File: src/rtl/lsu_pkg.sv
// Shared definitions for the MEM-stage load/store unit: funct3 encodings,
// FSM state type and the access legality check.
package lsu_pkg;

  localparam logic [2:0] F3_B  = 3'b000;
  localparam logic [2:0] F3_H  = 3'b001;
  localparam logic [2:0] F3_W  = 3'b010;
  localparam logic [2:0] F3_BU = 3'b100;
  localparam logic [2:0] F3_HU = 3'b101;

  typedef enum logic [1:0] {
    IDLE = 2'd0,
    BUSY = 2'd1,
    DONE = 2'd2
  } lsu_state_e;

  // Unsigned loads have no store counterpart, so 100/101 are illegal for stores.
  function automatic logic access_fault(input logic [2:0] f3,
                                        input logic [1:0] addr_lo,
                                        input logic       is_store);
    logic bad_f3;
    logic misaligned;
    case (f3)
      F3_B, F3_H, F3_W: bad_f3 = 1'b0;
      F3_BU, F3_HU:     bad_f3 = is_store;
      default:          bad_f3 = 1'b1;
    endcase
    misaligned = ((f3[1:0] == 2'b01) && addr_lo[0]) ||
                 ((f3[1:0] == 2'b10) && (addr_lo != 2'b00));
    return bad_f3 | misaligned;
  endfunction

endpackage

File: src/rtl/mem_stage_lsu_load_align.sv
// Load data alignment: picks the addressed byte/halfword out of the bus word
// and sign- or zero-extends it according to funct3.
module load_align
  import lsu_pkg::*;
(
  input  logic [31:0] rdata,
  input  logic [1:0]  addr,
  input  logic [2:0]  funct3,
  output logic [31:0] data
);

  logic [7:0]  byte_sel;
  logic [15:0] half_sel;

  always_comb begin
    case (addr)
      2'd0:    byte_sel = rdata[7:0];
      2'd1:    byte_sel = rdata[15:8];
      2'd2:    byte_sel = rdata[23:16];
      default: byte_sel = rdata[31:24];
    endcase
    half_sel = addr[1] ? rdata[31:16] : rdata[15:0];
    case (funct3)
      F3_B:    data = {{24{byte_sel[7]}}, byte_sel};
      F3_BU:   data = {24'b0, byte_sel};
      F3_H:    data = {{16{half_sel[15]}}, half_sel};
      F3_HU:   data = {16'b0, half_sel};
      default: data = rdata;
    endcase
  end

endmodule

File: src/rtl/mem_stage_lsu.sv
// MEM pipeline stage: single-outstanding request/ready data-memory access,
// load extension, and pipeline stall while a transaction is in flight.
module mem_stage_lsu
  import lsu_pkg::*;
#(
  parameter int XLEN = 32
) (
  input  logic            clk,
  input  logic            rst,
  input  logic            exValid,
  input  logic [XLEN-1:0] exALUOutput,
  input  logic [XLEN-1:0] exRs2Data,
  input  logic [2:0]      exFunct3,
  input  logic            exMemRead,
  input  logic            exMemWrite,
  input  logic [4:0]      exRd,
  input  logic            exRegWrite,
  input  logic            exMemtoReg,
  output logic            memReq,
  output logic            memWe,
  output logic [XLEN-1:0] memAddr,
  output logic [XLEN-1:0] memWdata,
  output logic [3:0]      memWstrb,
  input  logic [XLEN-1:0] memRdata,
  input  logic            memReady,
  output logic [XLEN-1:0] wbALUOutput,
  output logic [XLEN-1:0] wbDataOutput,
  output logic [4:0]      wbRd,
  output logic            wbRegWrite,
  output logic            wbMemtoReg,
  output logic            stall,
  output logic            accessFault
);

  lsu_state_e state, state_next;

  logic            mem_op, fault, start;
  logic [XLEN-1:0] st_wdata;
  logic [3:0]      st_wstrb;

  logic [XLEN-1:0] addr_q, wdata_q, lat_alu, lat_rdata, ext_data;
  logic [3:0]      wstrb_q;
  logic            we_q, lat_we, lat_regwrite, lat_memtoreg;
  logic [2:0]      lat_funct3;
  logic [4:0]      lat_rd;

  assign mem_op = exValid & (exMemRead | exMemWrite);
  assign fault  = mem_op & access_fault(exFunct3, exALUOutput[1:0], exMemWrite);
  assign start  = mem_op & ~fault;

  always_comb begin
    st_wdata = exRs2Data;
    st_wstrb = 4'b1111;
    case (exFunct3)
      F3_B: begin
        st_wdata = {4{exRs2Data[7:0]}};
        st_wstrb = 4'b0001 << exALUOutput[1:0];
      end
      F3_H: begin
        st_wdata = {2{exRs2Data[15:0]}};
        st_wstrb = 4'b0011 << exALUOutput[1:0];
      end
      default: ;
    endcase
  end

  always_ff @(posedge clk or negedge rst) begin
    if (!rst) state <= IDLE;
    else      state <= state_next;
  end

  always_comb begin
    state_next = state;
    unique case (state)
      IDLE:    if (start) state_next = BUSY;
      BUSY:    if (memReady) state_next = DONE;
      DONE:    state_next = IDLE;
      default: state_next = IDLE;
    endcase
  end

  always_ff @(posedge clk or negedge rst) begin
    if (!rst) begin
      addr_q       <= '0;
      wdata_q      <= '0;
      wstrb_q      <= '0;
      we_q         <= 1'b0;
      lat_alu      <= '0;
      lat_rdata    <= '0;
      lat_funct3   <= '0;
      lat_we       <= 1'b0;
      lat_rd       <= '0;
      lat_regwrite <= 1'b0;
      lat_memtoreg <= 1'b0;
    end else begin
      if ((state == IDLE) && start) begin
        addr_q       <= {exALUOutput[XLEN-1:2], 2'b00};
        wdata_q      <= exMemWrite ? st_wdata : '0;
        wstrb_q      <= exMemWrite ? st_wstrb : '0;
        we_q         <= exMemWrite;
        lat_alu      <= exALUOutput;
        lat_funct3   <= exFunct3;
        lat_we       <= exMemWrite;
        lat_rd       <= exRd;
        lat_regwrite <= exRegWrite;
        lat_memtoreg <= exMemtoReg;
      end
      if ((state == BUSY) && memReady) lat_rdata <= memRdata;
    end
  end

  load_align u_load_align (
    .rdata  (lat_rdata),
    .addr   (lat_alu[1:0]),
    .funct3 (lat_funct3),
    .data   (ext_data)
  );

  assign memWe    = we_q;
  assign memAddr  = addr_q;
  assign memWdata = wdata_q;
  assign memWstrb = wstrb_q;

  // IDLE outputs are gated by rst so stall/accessFault read 0 while reset is held.
  always_comb begin
    memReq       = 1'b0;
    stall        = 1'b0;
    accessFault  = 1'b0;
    wbALUOutput  = exALUOutput;
    wbDataOutput = '0;
    wbRd         = exRd;
    wbRegWrite   = exRegWrite;
    wbMemtoReg   = exMemtoReg;
    unique case (state)
      IDLE: begin
        if (!exValid) begin
          wbALUOutput = '0;
          wbRd        = '0;
          wbRegWrite  = 1'b0;
          wbMemtoReg  = 1'b0;
        end else if (fault) begin
          accessFault = rst;
          wbRegWrite  = 1'b0;
        end else if (start) begin
          stall = rst;
        end
      end
      BUSY: begin
        memReq      = 1'b1;
        stall       = 1'b1;
        wbALUOutput = lat_alu;
        wbRd        = lat_rd;
        wbRegWrite  = lat_regwrite & ~lat_we;
        wbMemtoReg  = lat_memtoreg;
      end
      DONE: begin
        wbALUOutput  = lat_alu;
        wbDataOutput = lat_we ? '0 : ext_data;
        wbRd         = lat_rd;
        wbRegWrite   = lat_regwrite & ~lat_we;
        wbMemtoReg   = lat_memtoreg;
      end
      default: ;
    endcase
  end

endmodule

File: config.mk
export PLATFORM = sky130hd
export DESIGN_NAME = mem_stage_lsu
export DESIGN_NICKNAME = d
export VERILOG_FILES = /design/src/rtl/lsu_pkg.sv /design/src/rtl/mem_stage_lsu_load_align.sv /design/src/rtl/mem_stage_lsu.sv
export SDC_FILE = /design/constraint.sdc
export NUM_CORES = 1
export LEC_CHECK = 0
export BUFFER_PORTS_ARGS = -buffer_cell sky130_fd_sc_hd__buf_2
export CORE_UTILIZATION = 45
export CTS_CLUSTER_SIZE = 40
export DETAILED_ROUTE_END_ITERATION = 7
export GPL_TIMING_DRIVEN = 1
export HOLD_SLACK_MARGIN = 0.05
export MAX_ROUTING_LAYER = met4
export PLACE_DENSITY_LB_ADDON = 0.2
export SYNTH_ARGS = -nofsm -noshare
export SYNTH_HDL_FRONTEND = slang
export SYNTH_HIERARCHICAL = 1
export SYNTH_SLANG_ARGS = --single-unit
File: constraint.sdc
create_clock -name clk -period 1.7 [get_ports clk]
set_input_delay 0.17 -clock clk [delete_from_list [all_inputs] [get_ports clk]]
set_output_delay 0.17 -clock clk [all_outputs]
set_load 0.05 [all_outputs]
==> qor.csv, run 1 <==
stage;metric;value;unit
status;outcome;complete, but fails checks;
status;violations;design-rule violations, negative setup slack;
route;vias;7096;
route;drtAntennaViolNets;0;
timing;maxSlewViolCount;0;
route;drc;39;
clocking;cts_buffers;17;
critical_path;critPathKind;reg2out;
min_path;min_path_type;in2reg;
yosys;synth_top_area_share;41.44;%
clocking;cts_tree;done;
global_route;grt_use_met2;60.14;%
critical_path;critPathArrivalTime;2130;ps
floorplan;start_util;46.60;%
finish;final_nets;1125;
critical_path;cp-end-kind;output port;
critical_path;reg2reg_depth;9;
timing;period_needed;2298;ps
floorplan;ioPinCount;255;
timing;final-setup-viol-count;122;
yosys;synth_commonest_cells;dfrtp_1, nand2_1, a22o_1, mux2_4, buf_4;
global_route;grt_pass1_wl;40790;µm
route;first_pass_iters;8;
yosys;yosysTopAreaCell;dfrtp_1;
yosys;yosysWarnings;6;
floorplan;die_h;125.1;µm
yosys;synth_edf_count;0;
yosys;ys_ff_latch;113;
yosys;synthArstFlopShare;100.0;%
yosys;synthMuxAreaShare;20.59;%
placement;place_congestion;0.8735;
route;wl;28490;µm
finish;stdcell_area;11900;µm²
critical_path;slowest_stage;dfrtp_2;
clocking;cts.path.max_buffers;2;
floorplan;dieArea;15660;µm²
clocking;root_buffer;clkbuf_16;
placement;dp.cells;1053;
yosys;synth.distinct_cells;48;
finish;fin_cells;1207;
route;vias_per_cell;5.879;
yosys;synth_most_common_cell;dfrtp_1;
yosys;synth_top_family_by_area;multiplexers;
job;drv_cap;0;
critical_path;critical-path-max-stage-delay;420;ps
floorplan;die_x;125.1;µm
power_and_ir_drop;power_density;2453;nW/µm²
timing;hold_violations;0;
critical_path;cp_max_fo;5;
critical_path;crit_start;state[1]$_DFFE_PN0P_;
critical_path;reg2reg_slack;-220;ps
route;drt_iter0_markers;668;
timing;skew;10.68;ps
floorplan;core_region_area;14640;µm²
yosys;syn_avg_cell_area;10.90;µm²
clocking;cts.sinks;113;
global_route;grt_usage;35.12;%
critical_path;endpoint;wbALUOutput[20];
global_route;met3_usage;9.542;%
critical_path;reg2reg_to;lat_alu[9]$_DFFE_PN0P_;
global_route;grt-ovfl-total;0;
finish;drive_gt1_share;59.39;%
finish;nFillCells;787;
clocking;h-tree-depth;4;
power_and_ir_drop;p_leak;5.742;nW
global_route;top_usage_layer;met2;
global_route;grt_max_degree;75;
critical_path;critPathLaunchType;flop;
yosys;ys.flop_type;dfrtp_1;
timing;setup_ws;-597.6;ps
floorplan;rows;44;
critical_path;cp_common_cell;buf_6;
yosys;yosys.area_share.xor_xnor;0;%
global_route;grt_pass1_vias;7316;
timing;worstMarginPinSlew;977.3;ps
critical_path;rr_startpoint;state[1]$_DFFE_PN0P_;
yosys;postSynthCellCount;626;
critical_path;critPathRequiredTime;1530;ps
finish;regArea;2834;µm²
yosys;yosysSeqAreaShare;41.44;%
timing;rsz0062_at_grt;true;
clocking;path_clk_slew;60;ps
placement;placed_area;8667;µm²
global_route;use_met1;37.23;%
timing;fmax;0.4352;GHz
yosys;netlist_top_cells_area;dfrtp_1, mux2_4, a22o_1;
placement;port_buffers;252;
route;wl_per_cell;23.60;µm
placement;dp_hpwl;14280;µm
finish;areaGrowthSynthToFinish;74.37;%
clocking;clk_latency;430;ps
yosys;synth-simple-area-share;10.71;%
power_and_ir_drop;ir_drop;0.001199;V
yosys;synth-compound-area-share;17.38;%
yosys;synth_adder_area_share;0.7334;%
timing;relSlewSlack;34.84;%
yosys;synth_area;6824;µm²
global_route;antenna_found_initial;1;
finish;multi_input_area;4038;µm²
critical_path;path_cells;inv_2, ha_4, a21o_1, buf_6, buf_12, buf_16, a22o_4, buf_6;
timing;fin_crit_sh;135.2;%
[report_power, final]
part	switching, mW	internal, mW	leakage (nW)
Clock	1.40	2.49	0.292
Sequential	1.34	4.00	1.39
Combinational	11.4	8.54	4.06
Total	14.2	15.0	5.74
[placed cells by master, fill, tap and decap left out, drive strengths merged, types with 17 or more instances in the layout]
cell         synthesis  routed
buf                 67     363
dfrtp              113     113
dlygate4sd3          0      76
mux2                72      72
nand2               66      66
a22o                42      42
and2                32      32
nor2                30      30
o21ai               30      30
mux2i               26      26
clkbuf              16      26
a21oi               17      17
[worst min path at each step]
stage / startpoint / end / slack [ps] / cells past startpoint
CTS: exRs2Data[1] / memWdata[1]$_DFFE_PN0P_ / 50 / 3
global placement: rst / memWdata[2]$_DFFE_PN0P_ / 310 / 2
floorplan: rst / lat_alu[0]$_DFFE_PN0P_ / -130 / 0
detailed placement: rst / lat_we$_DFFE_PN0P_ / 310 / 2
global route: exRs2Data[25] / memWdata[25]$_DFFE_PN0P_ / 80 / 3
finish: exRs2Data[0] / memWdata[0]$_DFFE_PN0P_ / 50 / 3
[per-layer routing]
layer | up-vias | routed length, µm
li1 | 3004 | -
met1 | 3500 | 10270
met2 | 455 | 14670
met3 | 137 | 1921
met4 | 0 | 1626
met5 | - | 0
[final cells by class]
cell class                 instances  area share (%)
clock inverter                    13           1.556
inverter                          14          0.4732
clock buffer                      19           3.722
timing repair buffer             446           34.54
antenna                            1         0.02103
multi-input combinational        417           33.93
tap                              184           1.935
sequential                       113           23.82
[worst max-delay path: cells and delay by family (launching register included)]
kind / cells / cell delay (ps)
buf+inv: 5 / 650
compound gates: 2 / 450
fa+ha+maj: 1 / 180
flops: 1 / 420
[stage by stage]
step	setup TNS (ps)	hold slack, ps	power (mW)	setup slack, ps	util [%]
after global routing	-45410	76.99	30.03	-622.4	81.25
after detailed placement	-4623	315.0	20.12	-193.4	59.18
after CTS	-36090	50.04	27.31	-535.5	77.78
after floorplan	-128.8	-125.6	16.62	-57.18	-
after global placement	-2723	311.3	19.79	-160.6	59.18
final	-41180	49.67	29.19	-597.6	81.25
[cell families after synthesis]
logic type | Yosys count
adders and majority gates | 4
muxes | 105
AOI/OAI and AO/OA | 156
DFF | 113
buffers and inverters | 97
and+or+nand+nor | 150
other | 1
[repair_timing]
action                     CTS  global route
resized for setup          234            94
setup endpoints to repair  105           145
hold endpoints to repair   114             0
buffers inserted            23            12
hold buffers                76             0
gates cloned                10            10
pin swaps                   46            26
[state kept, by name, indices dropped and copies added, names as in the netlist]
name          count
memWdata         32
lat_alu          32
lat_funct3        3
lat_rd            5
memWstrb          4
lat_rdata        32
lat_we            1
lat_regwrite      1
lat_memtoreg      1
state             2
Power figures use the tool's default switching activity.
==> inputs of run 2 (changes only) <==
CORE_MARGIN = 5   (was not set)
PLACE_DENSITY = 0.77   (was not set)
PLACE_DENSITY_LB_ADDON = not set   (was 0.2)
SETUP_SLACK_MARGIN = 0.2   (was not set)
==> run 2 against run 1 <==
  * The flow finishes with violations (negative setup slack)
  * Die area grew 13%
  * Fmax fell by 4.8%
  * Sequential share of layout area is 2.5 points lower
  * Sequential cell count is the same
  * Sequential power grew 3%
  * Clock power rose by 5%
  * Critical endpoint is now wbDataOutput[24]
==> qor.csv, run 2 (synthesis results as in run 1) <==
stage;metric;value;unit;change
critical_path;cp_common_cell;buf_8;;
clocking;path_clk_slew;60;ps;about the same
global_route;grt_usage;32.50;%;-2.6 points
status;violations;negative setup slack;;
critical_path;slowest_stage;dfrtp_2;;
clocking;cts_buffers;17;;unchanged
placement;port_buffers;252;;unchanged
critical_path;critPathArrivalTime;2240;ps;+110 ps
power_and_ir_drop;power_switching_share;47.89;%;-0.60 points
timing;maxSlewViolCount;0;;unchanged
timing;fmax;0.4145;GHz;-4.8%
power_and_ir_drop;p_clk_share;12.4;%;-0.9 points
floorplan;start_util;45.39;%;-1.2 points
timing;setup_ws;-712.8;ps;-115.1 ps
critical_path;reg2reg_depth;10;;+1
floorplan;rows;45;;+2.3%
finish;final_cell_mix;buf_2, dfrtp_1, dlygate4sd3_1, mux2_4, buf_4;;
critical_path;critical-path-max-stage-delay;450;ps;+30 ps
critical_path;cp_max_fo;16;;+11
critical_path;critPathRequiredTime;1530;ps;about the same
timing;fin_crit_sh;141.9;%;+6.8 points
min_path;min_path_cells;3;;unchanged
timing;fin_tns_setup;-66840;ps;-25650 ps
timing;period_needed;2413;ps;+115.1 ps
finish;regArea;2833;µm²;about the same
route;wl_per_cell;27.62;µm;+17%
finish;stdcell_area;13280;µm²;+12%
route;wl;34660;µm;+22%
min_path;min_from;exRs2Data[27];;
power_and_ir_drop;seqPwrFrac;16.8;%;-1.5 points
finish;final_common_cell;buf_2;;
job;drv_cap;0;;unchanged
finish;drive_gt1_share;66.76;%;+7.4 points
power_and_ir_drop;combinationalPowerShare;70.8;%;+2.4 points
finish;areaGrowthSynthToFinish;94.54;%;
placement;post-place-ws;-368.0;ps;-174.6 ps
critical_path;cp-end-kind;output port;;
global_route;antenna_found_initial;1;;unchanged
route;drt_iter0_markers;954;;+43%
floorplan;ioPinCount;255;;unchanged
timing;rsz0062_at_grt;true;;
clocking;clk_latency;430;ps;about the same
clocking;root_buffer;clkbuf_16;;
placement;dp.cells;1067;;+1.3%
finish;fin_cells;1255;;+4.0%
route;vias;7809;;+10%
status;outcome;complete, but fails checks;;
floorplan;dieArea;17730;µm²;+13%
power_and_ir_drop;p_leak;6.450;nW;+12%
route;drc;0;;-100%
timing;fin_hold_ws;86.48;ps;+36.81 ps
clocking;h-tree-depth;4;;unchanged
critical_path;crit_family;compound AO/OA/AOI/OAI gates;;
floorplan;die_h;133.1;µm;+6.4%
clocking;cts_tree;done;;
route;vias_per_cell;6.222;;+5.8%
finish;nFillCells;560;;-29%
critical_path;cp.depth;6;;-2
power_and_ir_drop;power_density;2470;nW/µm²;+0.69%
timing;worstMarginPinSlew;622.3;ps;-355.0 ps
placement;place_congestion;0.8895;;+1.8%
floorplan;core_region_area;15030;µm²;+2.7%
critical_path;crit_start;lat_alu[1]$_DFFE_PN0P_;;
global_route;grt_pass1_vias;7671;;+4.9%
timing;relSlewSlack;58.07;%;+23 points
placement;placed_area;8995;µm²;+3.8%
global_route;grt_pass1_wl;44070;µm;+8.1%
finish;final_nets;1168;;+3.8%
critical_path;cp_num_buf_inv;2;;-3
finish;multi_input_area;4652;µm²;+15%
power_and_ir_drop;ir_drop;0.002407;V;+100%
critical_path;critPathKind;reg2out;;
placement;dp_hpwl;14680;µm;+2.8%
clocking;cts.sinks;113;;unchanged
timing;skew;10.24;ps;-0.4388 ps
clocking;cts.path.max_buffers;2;;unchanged
route;first_pass_iters;8;;unchanged
global_route;grt_max_degree;111;;+48%
critical_path;critPathLaunchType;flop;;
timing;final-setup-viol-count;185;;+52%
power_and_ir_drop;p_switching;15.71;mW;+11%
route;drtAntennaViolNets;0;;unchanged
floorplan;die_x;133.1;µm;+6.4%
global_route;grt-ovfl-total;0;;unchanged
timing;hold_violations;0;;unchanged
min_path;min_path_type;in2reg;;
power_and_ir_drop;p_int;17.09;mW;+14%
critical_path;rr_startpoint;state[1]$_DFFE_PN0P_;;
critical_path;path_cells;buf_8, mux2i_1, o31a_4, o22ai_1, and2_4, buf_8;;
[run 2: cell count changes in the layout (fill, tap and decap cells not counted), sizes merged, moves of 2 or more]
cell / previous run / this run
inv: 13 / 16
clkbuf: 26 / 24
clkinvlp: 6 / 4
buf: 363 / 405
[run 2: metrics by stage]
step / power, mW / util [%]
5_1_grt: 33.63 / 88.31
6_report: 32.79 / 88.31
3_5_place_dp: 20.89 / 59.83
3_3_place_gp: 20.58 / 59.83
2_1_floorplan: 17.53 / -
4_1_cts: 29.17 / 81.46
[run 2: metal layers]
metal | share of wire, % | global-route usage, % | up-vias | wire, µm
met5 | 0 | - | - | 0
met4 | 7.6 | 15.71 | 0 | 2622
met1 | 34 | 36.84 | 3825 | 11930
met3 | 7.8 | 6.798 | 237 | 2710
met2 | 50 | 54.94 | 647 | 17400
li1 | - | - | 3100 | -
[run 2: area by class of cell]
class | instances | area share [%]
Clock inverter | 15 | 1.725
Multi-Input combinational cell | 417 | 35.04
Timing Repair Buffer | 489 | 36.47
Tap cell | 188 | 1.772
Inverter | 14 | 0.4147
Clock buffer | 17 | 3.205
Sequential cell | 113 | 21.34
Antenna cell | 2 | 0.03770
[run 2: tightest hold or removal path, delay by kind of cell]
kind / cells / cell delay, ps
buffers and inverters: 1 / 90
AOI/OAI and AO/OA: 2 / 210
[run 2: final timing paths]
kind / endpoint / slack (ps)
min in group asynchronous: lat_regwrite$_DFFE_PN0P_ / 170
max reg2reg: lat_alu[31]$_DFFE_PN0P_ / -380
min: memWdata[27]$_DFFE_PN0P_ / 90
max: wbDataOutput[24] / -710
max in group asynchronous: lat_alu[15]$_DFFE_PN0P_ / 700
min reg2reg: memWdata[2]$_DFFE_PN0P_ / 510
[run 2: timing repair]
action	CTS	global route
endpoints found under the hold margin	189	0
hold buffers	77	0
gates cloned	23	9
pin swaps	12	63
resized for setup	280	195
setup endpoints to repair	178	187
buffers inserted	31	15
[run 2: power by group through the flow]
stage | logic (mW) | clock network, mW | registers (mW)
after floorplan | 11.3 | 0 | 6.24
after global placement | 15.6 | 0 | 4.99
after detailed placement | 15.9 | 0 | 5.04
after CTS | 20.1 | 4.01 | 5.10
after global routing | 23.8 | 4.20 | 5.61
final | 23.2 | 4.07 | 5.51
==> inputs of run 3 (changes only) <==
CORE_UTILIZATION = 50   (was 45)
PLACE_DENSITY = 0.81   (was 0.77)
clock period = 2.4 ns   (was 1.7 ns; I/O delays follow)
==> run 3 against run 2 <==
  * The flow now finishes without violations
  * Cell area down 30%
  * Global-route usage decreased by 6.5 points
  * Routed wire length shrank 37%
  * Final cell count decreased by 16%
  * Clock skew decreased by 0.52 ps
  * Critical path depth rose by 1
  * Sequential cell count unchanged
  * Worst hold slack worse by 20 ps
  * Largest cell class is now multi-input gates
==> qor.csv, run 3 (synthesis results as in run 1) <==
stage;metric;value;unit;change
floorplan;rows;42;;-6.7%
timing;maxSlewViolCount;0;;unchanged
route;drc;0;;unchanged
floorplan;die_h;126.8;µm;-4.7%
route;wl;21940;µm;-37%
finish;diodes;0;;-2
clocking;cts.path.max_buffers;2;;unchanged
timing;skew;9.725;ps;-0.5173 ps
clocking;h-tree-depth;4;;unchanged
route;drtAntennaViolNets;0;;unchanged
critical_path;reg2reg_to;lat_alu[6]$_DFFE_PN0P_;;
global_route;grt_pass1_vias;6029;;-21%
timing;relSlewSlack;54.43;%;-3.6 points
finish;areaGrowthSynthToFinish;36.91;%;
timing;fin_tns_setup;0;ps;+66840 ps
placement;placed_area;7974;µm²;-11%
clocking;cts_tree;done;;
placement;port_buffers;252;;unchanged
clocking;path_clk_slew;50;ps;about the same
placement;dp_hpwl;14120;µm;-3.8%
finish;stdcell_area;9343;µm²;-30%
clocking;cts.sinks;113;;unchanged
floorplan;die_x;126.8;µm;-4.7%
route;drt_iter0_markers;529;;-45%
min_path;min_path_cells;2;;-1
min_path;min_path_type;in2reg;;
finish;fin_cells;1053;;-16%
route;vias_per_cell;5.842;;-6.1%
floorplan;start_util;51.33;%;+5.9 points
critical_path;critPathArrivalTime;2060;ps;-180 ps
status;outcome;finished clean;;
global_route;grt_usage;25.99;%;-6.5 points
critical_path;rr_startpoint;state[0]$_DFFE_PN0P_;;
timing;period_needed;2297;ps;
critical_path;critPathKind;reg2out;;
timing;fin_crit_sh;95.72;%;
global_route;antenna_found_initial;0;;-1
timing;hold_violations;0;;unchanged
placement;dp.cells;994;;-6.8%
critical_path;cp-end-kind;output port;;
route;wl_per_cell;20.83;µm;-25%
critical_path;cp_max_fo;5;;-11
finish;final_cell_mix;buf_2, dfrtp_1, nand2_1, buf_6, a22o_1;;
timing;final-setup-viol-count;0;;-100%
placement;place_congestion;0.8659;;-2.7%
timing;fmax;0.4353;GHz;
critical_path;reg2reg_slack;680;ps;+1060 ps
floorplan;ioPinCount;255;;unchanged
critical_path;critPathRequiredTime;2160;ps;+630 ps
global_route;grt-ovfl-total;0;;unchanged
route;first_pass_iters;7;;-1
finish;final_util;70.27;%;-18 points
timing;worstMarginPinSlew;681.9;ps;+59.60 ps
critical_path;reg2reg_depth;6;;-4
floorplan;dieArea;16080;µm²;-9.3%
route;vias;6152;;-21%
job;drv_cap;0;;unchanged
floorplan;core_region_area;13300;µm²;-12%
timing;rsz0062_at_grt;true;;
min_path;min_from;memRdata[22];;
global_route;grt_max_degree;80;;-28%
critical_path;critPathLaunchType;flop;;
finish;final_nets;982;;-16%
clocking;root_buffer;clkbuf_16;;
clocking;clk_latency;400;ps;-30 ps
finish;drive_gt1_share;49.71;%;-17 points
finish;final_common_cell;buf_2;;
global_route;grt_pass1_wl;32070;µm;-27%
clocking;cts_buffers;17;;unchanged
min_path;holdPathEnd;lat_rdata[22]$_DFFE_PN0P_;;
==> run 3: cell count changes in the layout (fill, tap and decap cells not counted), moves of 32 or more <==
cell / previous run / this run
a22o_1: 4 / 42
a22o_4: 38 / 0
buf_4: 71 / 33
buf_8: 44 / 4
dlygate4sd3_1: 77 / 3
mux2_2: 0 / 32
mux2_4: 72 / 40
nand2_1: 29 / 66
==> run 3: layout make-up <==
class,instances,area [µm²]
inverter,14,57.56
fill,957,3953
clock inverter,6,32.53
multi-input combinational,419,3476
clock buffer,24,491.7
timing repair buffer,301,2233
sequential,113,2831
tap,176,220.2
==> run 3: metrics by stage <==
stage               setup slack [ps]  hold slack [ps]
floorplan                      245.8           -55.59
detailed placement             349.4            246.3
global route                   4.323            51.16
global placement               349.3            254.2
finish                         102.8            66.93
CTS                            83.07            51.46
==> run 3: worst max-delay path: stages (launching register included) <==
cell and delay [ps]:
dfrtp_2 440, buf_8 150, mux2i_4 190, o31a_1 330, buf_6 140, o22ai_1 90
and2_1 150, buf_6 160
==> run 3: worst max path at each step <==
stage | end | start | depth (start not counted)
final | wbDataOutput[20] | lat_alu[1]$_DFFE_PN0P_ | 7
after global routing | wbDataOutput[12] | lat_funct3[1]$_DFFE_PN0P_ | 7
after CTS | wbDataOutput[0] | lat_alu[1]$_DFFE_PN0P_ | 6
after detailed placement | wbDataOutput[11] | lat_alu[0]$_DFFE_PN0P_ | 6
after global placement | wbDataOutput[15] | lat_alu[0]$_DFFE_PN0P_ | 6
after floorplan | wbRegWrite | state[0]$_DFFE_PN0P_ | 8
==> run 3: timing repair <==
item / CTS / global route
setup buffers: 14 / 3
setup endpoints to repair: 69 / 71
pin swaps: 10 / 7
hold endpoints to repair: 35 / 1
cloned: 2 / 7
hold buffers: 2 / 1
resized for setup: 124 / 43
==> run 3: per-layer routing <==
layer  track usage (%)  up-vias  share of wire (%)
met5                 -        -                  0
met4             8.644        0                3.6
met3             7.062       80                8.1
met2             42.62      362                 49
met1             31.16     2995                 40
li1                  -     2715                  -
Power of run 3 is left out: the tool's default activity adds up to more than one toggle a clock period on the data nets, which glitch-free logic cannot reach.
